**config.mk**
```make
export PLATFORM = sky130hd
export DESIGN_NAME = ifetch_queue
export DESIGN_NICKNAME = d
export VERILOG_FILES = /design/src/rtl/ifetch_queue.sv
export SDC_FILE = /design/constraint.sdc
export NUM_CORES = 1
export LEC_CHECK = 0
export CAP_MARGIN = 10
export CORE_MARGIN = 3
export CORE_UTILIZATION = 25
export CTS_BUF_LIST = sky130_fd_sc_hd__clkbuf_8
export CTS_CLUSTER_SIZE = 12
export DETAILED_ROUTE_END_ITERATION = 8
export GPL_ROUTABILITY_DRIVEN = 0
export GPL_TIMING_DRIVEN = 0
export SYNTH_ARGS = -nofsm -noshare
export SYNTH_HDL_FRONTEND = slang
export SYNTH_SLANG_ARGS = --single-unit
export TNS_END_PERCENT = 100
```
**constraint.sdc**
```tcl
create_clock -name clk -period 4.98 [get_ports clk]
set_input_delay 0.996 -clock clk [delete_from_list [all_inputs] [get_ports clk]]
set_output_delay 0.996 -clock clk [all_outputs]
set_load 0.1 [all_outputs]
```
**src/rtl/ifetch_queue.sv**
```systemverilog
// Instruction fetch queue: issues sequential word fetches, buffers PC-tagged responses
// in a small FIFO and hands them to the decoder; redirects flush and drop stale words.
module ifetch_queue #(
  parameter logic [31:0] PC_INIT = 32'h0000_0000,
  parameter int          DEPTH   = 4
) (
  input  logic        clk,
  input  logic        rst_n,
  output logic        req_valid,
  input  logic        req_ready,
  output logic [31:0] req_addr,
  input  logic        rsp_valid,
  input  logic [31:0] rsp_data,
  output logic        instr_valid,
  input  logic        instr_ready,
  output logic [31:0] instr_data,
  output logic [31:0] instr_pc,
  input  logic        redirect_valid,
  input  logic [31:0] redirect_pc,
  output logic        busy
);

  localparam int CW = $clog2(DEPTH + 1);
  localparam int AW = $clog2(DEPTH);
  localparam int SW = CW + 2;
  localparam logic [SW-1:0] DEPTH_W = SW'(DEPTH);

  logic [31:0]   fetch_pc;
  logic [31:0]   rsp_pc;
  logic [CW-1:0] count;
  logic [CW-1:0] outstanding;
  logic [CW-1:0] discard;
  logic [AW-1:0] wr_ptr;
  logic [AW-1:0] rd_ptr;
  logic [31:0]   q_data [DEPTH];
  logic [31:0]   q_pc   [DEPTH];

  logic [SW-1:0] credit_sum;
  logic          fire;
  logic          pop;
  logic          rsp_live;
  logic          rsp_drop;
  logic          redirect_lsb_unused;

  assign credit_sum  = SW'(count) + SW'(outstanding) + SW'(discard);
  // Gated by rst_n so the request line is quiet while reset is held.
  assign req_valid   = rst_n && !redirect_valid && (credit_sum < DEPTH_W);
  assign req_addr    = fetch_pc;
  assign fire        = req_valid && req_ready;

  assign instr_valid = (count != '0) && !redirect_valid;
  assign instr_data  = q_data[rd_ptr];
  assign instr_pc    = q_pc[rd_ptr];
  assign pop         = instr_valid && instr_ready;

  assign rsp_live    = rsp_valid && (discard == '0);
  assign rsp_drop    = rsp_valid && (discard != '0);
  assign busy        = (outstanding != '0) || (discard != '0);

  assign redirect_lsb_unused = ^redirect_pc[1:0];

  always_ff @(posedge clk or negedge rst_n) begin
    if (!rst_n) begin
      fetch_pc    <= PC_INIT;
      rsp_pc      <= PC_INIT;
      count       <= '0;
      outstanding <= '0;
      discard     <= '0;
      wr_ptr      <= '0;
      rd_ptr      <= '0;
      for (int i = 0; i < DEPTH; i++) begin
        q_data[i] <= '0;
        q_pc[i]   <= '0;
      end
    end else if (redirect_valid) begin
      // Everything in flight becomes stale; a response arriving now is consumed here.
      fetch_pc    <= {redirect_pc[31:2], 2'b00};
      rsp_pc      <= {redirect_pc[31:2], 2'b00};
      count       <= '0;
      wr_ptr      <= '0;
      rd_ptr      <= '0;
      outstanding <= '0;
      discard     <= discard + outstanding - CW'(rsp_valid);
    end else begin
      if (fire) begin
        fetch_pc <= fetch_pc + 32'd4;
      end
      if (rsp_live) begin
        q_data[wr_ptr] <= rsp_data;
        q_pc[wr_ptr]   <= rsp_pc;
        wr_ptr         <= wr_ptr + 1'b1;
        rsp_pc         <= rsp_pc + 32'd4;
      end
      if (rsp_drop) begin
        discard <= discard - 1'b1;
      end
      if (pop) begin
        rd_ptr <= rd_ptr + 1'b1;
      end
      count       <= count + CW'(rsp_live) - CW'(pop);
      outstanding <= outstanding + CW'(fire) - CW'(rsp_live);
    end
  end

  a_count_bound : assert property (@(posedge clk) disable iff (!rst_n)
    count <= CW'(DEPTH));
  a_credit_bound : assert property (@(posedge clk) disable iff (!rst_n)
    credit_sum <= DEPTH_W);

endmodule

```
==> results of run 1 <==
## flip-flops by register name (all words and copies together), names as in the netlist
signal and flops:
q_pc 120, rd_ptr 2, outstanding 3, rsp_pc 30, discard 3, q_data 128
req_addr 30, count 3, wr_ptr 2
## through the flow
step	utilization [%]	setup slack, ps	setup TNS [ps]	hold WS [ps]
2_1_floorplan	-	510.7	0	444.6
3_3_place_gp	29.78	-12430	-3845190	458.8
3_5_place_dp	29.88	-450.6	-1237	469.1
4_1_cts	31.95	7.143	0	399.1
5_1_grt	32.04	44.80	0	307.3
6_report	32.04	218.6	0	318.5
## cells in the mapped netlist, drive strengths merged (7+ instances only)
library cell | number | area (um2)
o21ai | 22 | 110.1
nand2 | 51 | 193.9
o31a | 13 | 116.4
a21oi | 13 | 65.06
and3 | 10 | 63.81
clkbuf | 50 | 198.9
nor4 | 10 | 62.56
o211ai | 7 | 52.55
xnor2 | 31 | 271.5
or4 | 7 | 52.55
nand2b | 8 | 50.05
buf | 16 | 83.83
nor3 | 15 | 75.07
inv | 25 | 93.84
mux4 | 62 | 1396
mux2 | 258 | 2905
nor2 | 26 | 97.59
ha | 17 | 212.7
nand3 | 27 | 135.1
dfrtp | 321 | 8033
xor2 | 13 | 113.9
nand4 | 19 | 125.1
## worst max-delay path, stage by stage, from the launching register on
cell	delay, ps
dfrtp_1	320
clkbuf_1	600
clkbuf_1	670
mux4_2	390
clkdlybuf4s50_1	1140
## routing by layer
layer | part of all wire (%) | routed length (um) | up-vias
li1 | - | - | 4450
met1 | 47 | 18940 | 5108
met2 | 45 | 18320 | 296
met3 | 5.8 | 2351 | 75
met4 | 2.4 | 954 | 2
met5 | 0.022 | 9 | -
## where the power goes
| part | leakage [nW] | switching [W] | total, W | internal (W) |
|---|---|---|---|---|
| clock network | 0.720 | 0.00114 | 0.00261 | 0.00146 |
| logic | 3.60 | 0.00383 | 0.00542 | 0.00159 |
| registers | 4.21 | 0.000336 | 0.00347 | 0.00313 |
| total | 8.53 | 0.00531 | 0.0115 | 0.00619 |
## what timing repair did
item | CTS | global route
gates resized for setup | 41 | 17
setup endpoints to repair | 48 | 15
gates cloned | 0 | 0
## path summary, 6_finish.rpt
kind                            cells after the start                       end  slack [ps]
worst max-delay path                                4              instr_pc[30]         220
worst min-delay path                                1    q_data[59]$_DFFE_PN0P_         320
worst max register to register                     15  outstanding[2]$_DFF_PN0_         540
worst min register to register                      2      q_pc[62]$_DFFE_PN0P_         480
max in group asynchronous                           3      q_pc[93]$_DFFE_PN0P_        3180
min in group clk                                    2      q_pc[62]$_DFFE_PN0P_         480
## cell type report
type / count / area (um2)
Buffer: 66 / 320.3
Multi-Input combinational cell: 672 / 6653
Timing Repair Buffer: 163 / 1683
Clock buffer: 72 / 991.0
Inverter: 25 / 93.84
Tap cell: 773 / 967.2
Sequential cell: 321 / 8033
Fill cell: 5912 / 40260
Clock inverter: 34 / 239.0
## logic make-up after synthesis
| group | Yosys count |
|---|---|
| mux | 324 |
| flops | 321 |
| simple gates | 196 |
| buf+inv | 91 |
| compound gates | 81 |
| xor+xnor | 44 |
| fa+ha+maj | 23 |
| other cells | 1 |
==> out/qor.yml, run 1 <==
detailed_routing:
  ant_nets: 0
  drcViolationCount: 0
  vias: 9931
  avgViaCountPerCell: 4.671
  drtIter0Drc: 565
  firstDrtPassIters: 5
  post_drt_wl_per_cell_um: 19.09
  routed_wl_mm: 40.58
floorplan:
  start_util_pct: 25.39
  fp-row-count: 89
  dieArea_um2: 63160
  chipWidth_um: 251.3
  io_pins: 169
  fp.dieH_um: 251.3
  coreArea_um2: 59240
power:
  leakagePower_nw: 8.529
  p_total_w: 0.01150
  p_per_area_nw_per_um2: 605.8
  peakVddDrop_mv: 0.3056
placement:
  hpwl_mm: 28.16
  port_buffers: 161
  numPlacedInstances: 2020
  placed_cell_area_um2: 17700
finish:
  synthToLayoutAreaGrowth_pct: 26.16
  layout_commonest_cell: "dfrtp_1"
  num-nets-final: 1399
  final_cell_mix: "dfrtp_1 (321), mux2_2 (258), clkdlybuf4s50_1 (118), clkbuf_8 (73), mux4_2 (62)"
  diodes: 0
  fin_cells: 2126
  finish.instance_area_um2: 18980
  drive_gt1_share_pct: 31.86
clocking:
  clock_latency_ps: 640
  postCtsHoldBufs: 0
  root_buffer: "clkbuf_8"
  h-tree-depth: 2
  cts_buffers: 57
  clockBufferDepth: 3
  path_clk_slew_ps: 70
  cts_tree: "built"
  cts.sinks: 321
  post-cts-setup-buffers: 0
setup_path:
  r2r_start: "count[1]$_DFF_PN0_"
  cp-start-kind: "register"
  end_kind: "output pin"
  crit_start: "rd_ptr[1]$_DFFE_PN0P_"
  required_ps: 3980
  critical_path_class: "register to output pin"
  arrival_ps: 3770
  cp_max_fo: 10
sta:
  fin_crit_ps: 4761
  setup_viol: 0
  slew_headroom_pct: 24.07
  rsz0062_at_grt: "no"
  hold_viol: 0
  max_freq_mhz: 210.0
  finalCritPeriodShare_pct: 95.61
  finalMaxSlewViolations: 0
  worst_pin_slew_ps: 1144
  finalClockSkew_ps: 34.03
synthesis:
  ys_types: 57
  muxShareOfSynthArea_pct: 28.86
  synth_enable_flop_cells: 0
  synth_compound_area_share_pct: 3.618
  syn_area_um2: 15040
  synthAdderAreaFrac_pct: 2.212
  synth_seq_area_share_pct: 53.39
  synth-seq-cells: 321
  synth-simple-area-share_pct: 6.828
  avgSynthCellArea_um2: 13.92
  synth_xor_area_share_pct: 2.562
  async_flop_share_pct: 100.0
  netlist_instances: 1081
  synth_ff_type: "dfrtp_1"
  yosys_warnings: 0
  synth_top_family_by_area: "multiplexers"
grt:
  grt_pass1_wl_mm: 62.07
  antenna_found_initial: 1
  busiest_layer: "met2"
  overflow: 0
  grt_use_met2_pct: 20.06
  use_met1_pct: 17.57
  grt_pass1_vias: 10560
  grt.total_usage_pct: 12.70
  grtUsageMet3_pct: 2.793
  grt_max_degree: 118
hold_path:
  hold_path_class: "input port to asynchronous set/reset pin"
run_status:
  status: "finished clean"
job:
  drv_cap: 0
(Power assumes the default switching activity.)
==> inputs of run 2 (changes only) <==
Settings changed: CORE_UTILIZATION 25 to 45, PLACE_DENSITY set to 0.66.
==> run 2 against run 1 <==
Effect of this change: sequential cell count unchanged; non-clock buffer count unchanged; die area down 44%; combinational power up 0.7%; global-route usage up 7.9 points; setup slack better by 7.5 ps; critical path depth up 4; critical path type unchanged.
==> out/qor.yml, run 2 (synthesis results as in run 1) <==
power:
  p_per_area_nw_per_um2: 614.6  # +1.4%
  peakVddDrop_mv: 0.3980  # +30%
  leakagePower_nw: 8.237  # -3.4%
clocking:
  cts_tree: "built"
  clockBufferDepth: 3  # unchanged
  clock_latency_ps: 590  # -50 ps
  h-tree-depth: 2  # unchanged
  cts.sinks: 321  # unchanged
  post-cts-setup-buffers: 0  # unchanged
  cts_buffers: 55  # -3.5%
  postCtsHoldBufs: 0  # unchanged
  root_buffer: "clkbuf_8"
  path_clk_slew_ps: 60  # about the same
sta:
  slew_headroom_pct: 28.38  # +4.3 points
  rsz0062_at_grt: "yes"
  finalCritPeriodShare_pct: 95.46  # -0.15 points
  fin_crit_ps: 4754  # -7.500 ps
  hold_viol: 0  # unchanged
  finalClockSkew_ps: 16.48  # -17.55 ps
  worst_pin_slew_ps: 1071  # -72.55 ps
  fin_ws_ps: 226.1  # +7.500 ps
  setup_viol: 0  # unchanged
  finalMaxSlewViolations: 0  # unchanged
  max_freq_mhz: 210.4  # +0.16%
setup_path:
  required_ps: 3980  # about the same
  reg2reg_depth: 15  # unchanged
  regToRegSetupSlack_ps: 630  # +90 ps
  arrival_ps: 3760  # about the same
  end_kind: "output pin"
  cp_max_fo: 6  # -4
  critical_path_class: "register to output pin"
  cp-start-kind: "register"
detailed_routing:
  routed_wl_mm: 36.01  # -11%
  avgViaCountPerCell: 5.496  # +18%
  drtIter0Drc: 584  # +3.4%
  highest_layer: "met5"
  wl_met1_mm: 16.48  # -13%
  post_drt_wl_per_cell_um: 20.15  # +5.6%
  wl_met2_mm: 16.68  # -9.0%
  dr_wl_met3_mm: 1.917  # -18%
  firstDrtPassIters: 5  # unchanged
  drcViolationCount: 0  # unchanged
  ant_nets: 0  # unchanged
  vias: 9821  # -1.1%
finish:
  drive_gt1_share_pct: 31.52  # -0.33 points
  num-nets-final: 1397  # -0.14%
  fillerInstances: 2759  # -53%
  post-route-util_pct: 56.26  # +24 points
  seqCellArea_um2: 8033  # unchanged
  final_cell_mix: "dfrtp_1 (321), mux2_2 (258), clkdlybuf4s50_1 (159), clkbuf_8 (71), mux4_2 (62)"
  diodes: 0  # unchanged
  multi_input_area_um2: 6653  # unchanged
  regMostFlops: "q_data"
  synthToLayoutAreaGrowth_pct: 22.60
  layout_commonest_cell: "dfrtp_1"
  largest_reg_flops: 128  # unchanged
  reg_top3: "q_data x128, q_pc x120"
floorplan:
  chipWidth_um: 188.8  # -25%
  coreArea_um2: 32780  # -45%
  start_util_pct: 45.89  # +20 points
  io_pins: 169  # unchanged
  fp-row-count: 66  # -26%
  dieArea_um2: 35660  # -44%
  fp.dieH_um: 188.8  # -25%
grt:
  grt_max_degree: 117  # -0.85%
  antenna_found_initial: 1  # unchanged
  grt_pass1_vias: 10490  # -0.66%
  overflow: 0  # unchanged
  grt.total_usage_pct: 20.60  # +7.9 points
  grt_pass1_wl_mm: 58.18  # -6.3%
placement:
  hpwl_mm: 25.18  # -11%
  place_ws_ps: 300.1  # +750.8 ps
  port_buffers: 161  # unchanged
hold_path:
  hold_path_class: "input port to asynchronous set/reset pin"
job:
  drv_cap: 0  # unchanged
run_status:
  status: "finished clean"
[run 2: cell count changes in the layout (fill, tap and decap cells not counted), sizes merged]
cell           previous run  this run
bufinv                    3         2
clkbuf                  121       122
clkdlybuf4s15             6         2
clkdlybuf4s50           118       159
clkinv                    5         3
dlygate4sd2              28         1
dlymetal6s2s             13         0
inv                      51        48
[run 2: final timing paths]
path	startpoint	end
worst max-delay path	count[1]$_DFF_PN0_	req_valid
worst min-delay path	rst_n	q_data[51]$_DFFE_PN0P_
worst max register to register	count[1]$_DFF_PN0_	outstanding[2]$_DFF_PN0_
worst min register to register	q_pc[94]$_DFFE_PN0P_	q_pc[94]$_DFFE_PN0P_
max in group asynchronous	rst_n	q_pc[45]$_DFFE_PN0P_
min in group clk	q_pc[94]$_DFFE_PN0P_	q_pc[94]$_DFFE_PN0P_
[run 2: power breakdown]
group	leakage (nW)	switching, W	total (W)	internal [W]
sequential	4.21	0.000322	0.00346	0.00314
clock	0.665	0.00106	0.00242	0.00136
combinational	3.36	0.00377	0.00546	0.00169
total	8.24	0.00515	0.0113	0.00619
[run 2: metrics by stage]
step	hold WS (ps)	TNS [ps]	total power, W	instances	area, um2
floorplan	444.6	0	0.007715	1084	15060
global placement	456.8	-3992720	0.008922	1687	17230
detailed placement	467.5	0	0.008986	1689	17290
CTS	454.5	0	0.01145	1787	18440
global route	485.3	-11.28	0.01186	1787	18450
finish	435.5	0	0.01134	1787	18450
[run 2: area by class of cell]
class,count,area share (%)
plain buffers,66,1.628
repair buffers,163,9.056
clock buffers,70,5.223
inverters,25,0.5088
multi-input cells,672,36.07
well taps,442,2.998
flip-flops and latches,321,43.55
clock inverters,28,0.9700
[run 2: routing by layer]
metal / track usage [%] / vias to the layer above
met1: 28.92 / 5031
met4: 5.958 / 2
met5: 0 / -
met2: 32.96 / 274
li1: - / 4447
met3: 3.963 / 67
[run 2: worst max-delay path: stages (launching register included)]
cell	delay, ps
dfrtp_1	400
inv_1	110
fa_1	610
nor2_1	80
fa_1	390
nor2b_1	170
o32ai_1	230
nor4b_2	290
dlygate4sd2_1	900
[run 2: repair_timing]
| action | in CTS | in global routing |
|---|---|---|
| endpoints found under the hold margin | 0 | 0 |
| endpoints found under the setup margin | 14 | 21 |
| gates resized for setup | 5 | 4 |
==> inputs of run 3 (changes only) <==
Settings changed: CORE_ASPECT_RATIO set to 1.75.
Clock period 4.98 ns to 4.45 ns, I/O delays scaled along.
==> run 3 against run 2 <==
Effect of this change: cell count fell by 2.9%; die area rose by 0.24%; global-route usage rose by 0.16 points; clock power barely moved; combinational power rose by 7.9%; count of clock-buffer cells in the layout fell by 7.
==> out/qor.yml, run 3 (synthesis results as in run 1) <==
floorplan:
  io_pins: 169  # unchanged
  coreArea_um2: 32920  # +0.42%
  start_util_pct: 45.70  # -0.19 points
  fp.dieH_um: 247.9  # +31%
  dieArea_um2: 35750  # +0.24%
  chipWidth_um: 144.2  # -24%
  fp-row-count: 88  # +33%
clocking:
  cts_tree: "built"
  root_buffer: "clkbuf_8"
  cts_buffers: 48  # -13%
  path_clk_slew_ps: 70  # about the same
  clock_latency_ps: 590  # about the same
  h-tree-depth: 2  # unchanged
  cts.sinks: 321  # unchanged
  clockBufferDepth: 3  # unchanged
  post-cts-setup-buffers: 0  # unchanged
power:
  pwr-share-clk_pct: 20.1  # -1.3 points
  p_int_w: 0.006526  # +5.5%
  leakagePower_nw: 8.413  # +2.1%
  p_per_area_nw_per_um2: 669.6  # +8.9%
  power.share.sequential_pct: 31.7  # +1.2 points
  peakVddDrop_mv: 0.6109  # +54%
  swShare_pct: 46.57  # +1.1 points
  power_switching_w: 0.005689  # +10%
  combPwrFrac_pct: 48.2  # about the same
finish:
  largest_reg_flops: 128  # unchanged
  finish.instance_area_um2: 18240  # -1.1%
  reg_top3: "q_data x128, q_pc x120"
  fin_cells: 1736  # -2.9%
  synthToLayoutAreaGrowth_pct: 21.26
  final_cell_mix: "dfrtp_1 (321), mux2_2 (258), clkdlybuf4s50_1 (100), clkbuf_8 (64), mux4_2 (62)"
  layout_commonest_cell: "dfrtp_1"
  num-nets-final: 1390  # -0.50%
  regMostFlops: "q_data"
  drive_gt1_share_pct: 31.35  # -0.17 points
placement:
  place_ws_ps: -339.7  # -639.8 ps
  port_buffers: 161  # unchanged
  hpwl_mm: 25.72  # +2.1%
  placed_cell_area_um2: 17240  # -0.27%
  numPlacedInstances: 1652  # -2.2%
setup_path:
  worstPathCellList: "clkbuf_1 -> clkbuf_1 -> mux4_2 -> clkdlybuf4s50_1"
  crit_buf_inv: 3  # +1
  critical-path-slowest-cell: "clkdlybuf4s50_1"
  cp-start-kind: "register"
  arrival_ps: 3420  # -340 ps
  end_kind: "output pin"
  cpPeakStageDelay_ps: 1130  # +230 ps
  critical-path-top-delay-family: "buffers and inverters"
  critical_path_class: "register to output pin"
  required_ps: 3560  # -420 ps
  crit_top_cell: "clkbuf_1"
  cp_max_fo: 10  # +4
grt:
  grt_max_degree: 124  # +6.0%
  grt.total_usage_pct: 20.76  # +0.16 points
  grt_pass1_wl_mm: 57.64  # -0.92%
  antenna_found_initial: 0  # -1
  grt_pass1_vias: 10480  # -0.086%
  overflow: 0  # unchanged
sta:
  max_freq_mhz: 231.8
  finalCritPeriodShare_pct: 96.95
  fin_crit_ps: 4314
  hold_viol: 0  # unchanged
  fin_ws_ps: 135.7  # -90.37 ps
  finalMaxSlewViolations: 0  # unchanged
  setup_tns_ps: 0  # unchanged
  finalClockSkew_ps: 22.12  # +5.636 ps
  rsz0062_at_grt: "yes"
  worst_pin_slew_ps: 1019  # -51.52 ps
  setup_viol: 0  # unchanged
  slew_headroom_pct: 31.82  # +3.4 points
detailed_routing:
  drcViolationCount: 0  # unchanged
  post_drt_wl_per_cell_um: 21.19  # +5.1%
  vias: 9765  # -0.57%
  firstDrtPassIters: 7  # +2
  avgViaCountPerCell: 5.625  # +2.4%
  drtIter0Drc: 393  # -33%
  ant_nets: 0  # unchanged
  routed_wl_mm: 36.78  # +2.1%
hold_path:
  hold_path_class: "input port to asynchronous set/reset pin"
job:
  drv_cap: 0  # unchanged
run_status:
  status: "finished clean"
-- run 3: cell types whose count changed in the layout (fill, tap and decap cells not counted), sizes merged --
cell           before  now
clkdlybuf4s50     159  100
dlygate4sd2         1   45
dlymetal6s2s        0   14
clkbuf            122  114
inv                48   41
clkdlybuf4s15       2    4
clkinv              3    1
clkinvlp            0    2
buf                15   14
bufinv              2    1
clkdlybuf4s18       0    1
diode               0    1
-- run 3: repair_timing --
item / CTS / global route
gates resized for setup: 58 / 18
pin swaps: 0 / 0
hold buffers: 0 / 0
endpoints found under the setup margin: 52 / 17
-- run 3: layout make-up --
type / instances / area, um2
plain buffers: 66 / 315.3
inverters: 25 / 93.84
flip-flops and latches: 321 / 8033
fillers: 2766 / 14680
diodes: 1 / 2.502
well taps: 405 / 506.7
clock inverters: 20 / 113.9
repair buffers: 163 / 1650
clock buffers: 63 / 867.1
multi-input cells: 672 / 6660
-- run 3: stage by stage --
| step | hold slack [ps] | utilization, % | total power [W] |
|---|---|---|---|
| 6_report | 306.8 | 55.41 | 0.01221 |
| 5_1_grt | 329.9 | 55.40 | 0.01277 |
| 4_1_cts | 297.3 | 55.28 | 0.01237 |
| 3_5_place_dp | 470.6 | 52.37 | 0.01006 |
| 3_3_place_gp | 457.6 | 52.19 | 0.009993 |
| 2_1_floorplan | 444.6 | - | 0.008634 |
-- run 3: metal layers --
layer	GRT usage, %	part of all wire (%)
met2	38.08	54
met1	24.41	39
met3	2.911	3.7
met4	7.716	3.4
met5	0	0
-- run 3: power groups by stage --
stage	clock [W]	sequential [W]	combinational (W)
global route	0.00264	0.00394	0.00618
detailed placement	0	0.00392	0.00613
global placement	0	0.00391	0.00609
finish	0.00245	0.00387	0.00589
CTS	0.00254	0.00387	0.00596
floorplan	0	0.00401	0.00463
-- run 3: final timing paths --
check	to	slack, ps	cells after the start	from
hold / removal	q_data[120]$_DFFE_PN0P_	310	1	rst_n
hold reg to reg	q_pc[119]$_DFFE_PN0P_	480	2	q_pc[119]$_DFFE_PN0P_
max in group asynchronous	req_addr[29]$_DFFE_PN0N_	3080	2	rst_n
setup / recovery	instr_data[5]	140	4	rd_ptr[1]$_DFFE_PN0P_
min in group clk	q_pc[119]$_DFFE_PN0P_	480	2	q_pc[119]$_DFFE_PN0P_
setup reg to reg	outstanding[2]$_DFF_PN0_	240	15	count[1]$_DFF_PN0_
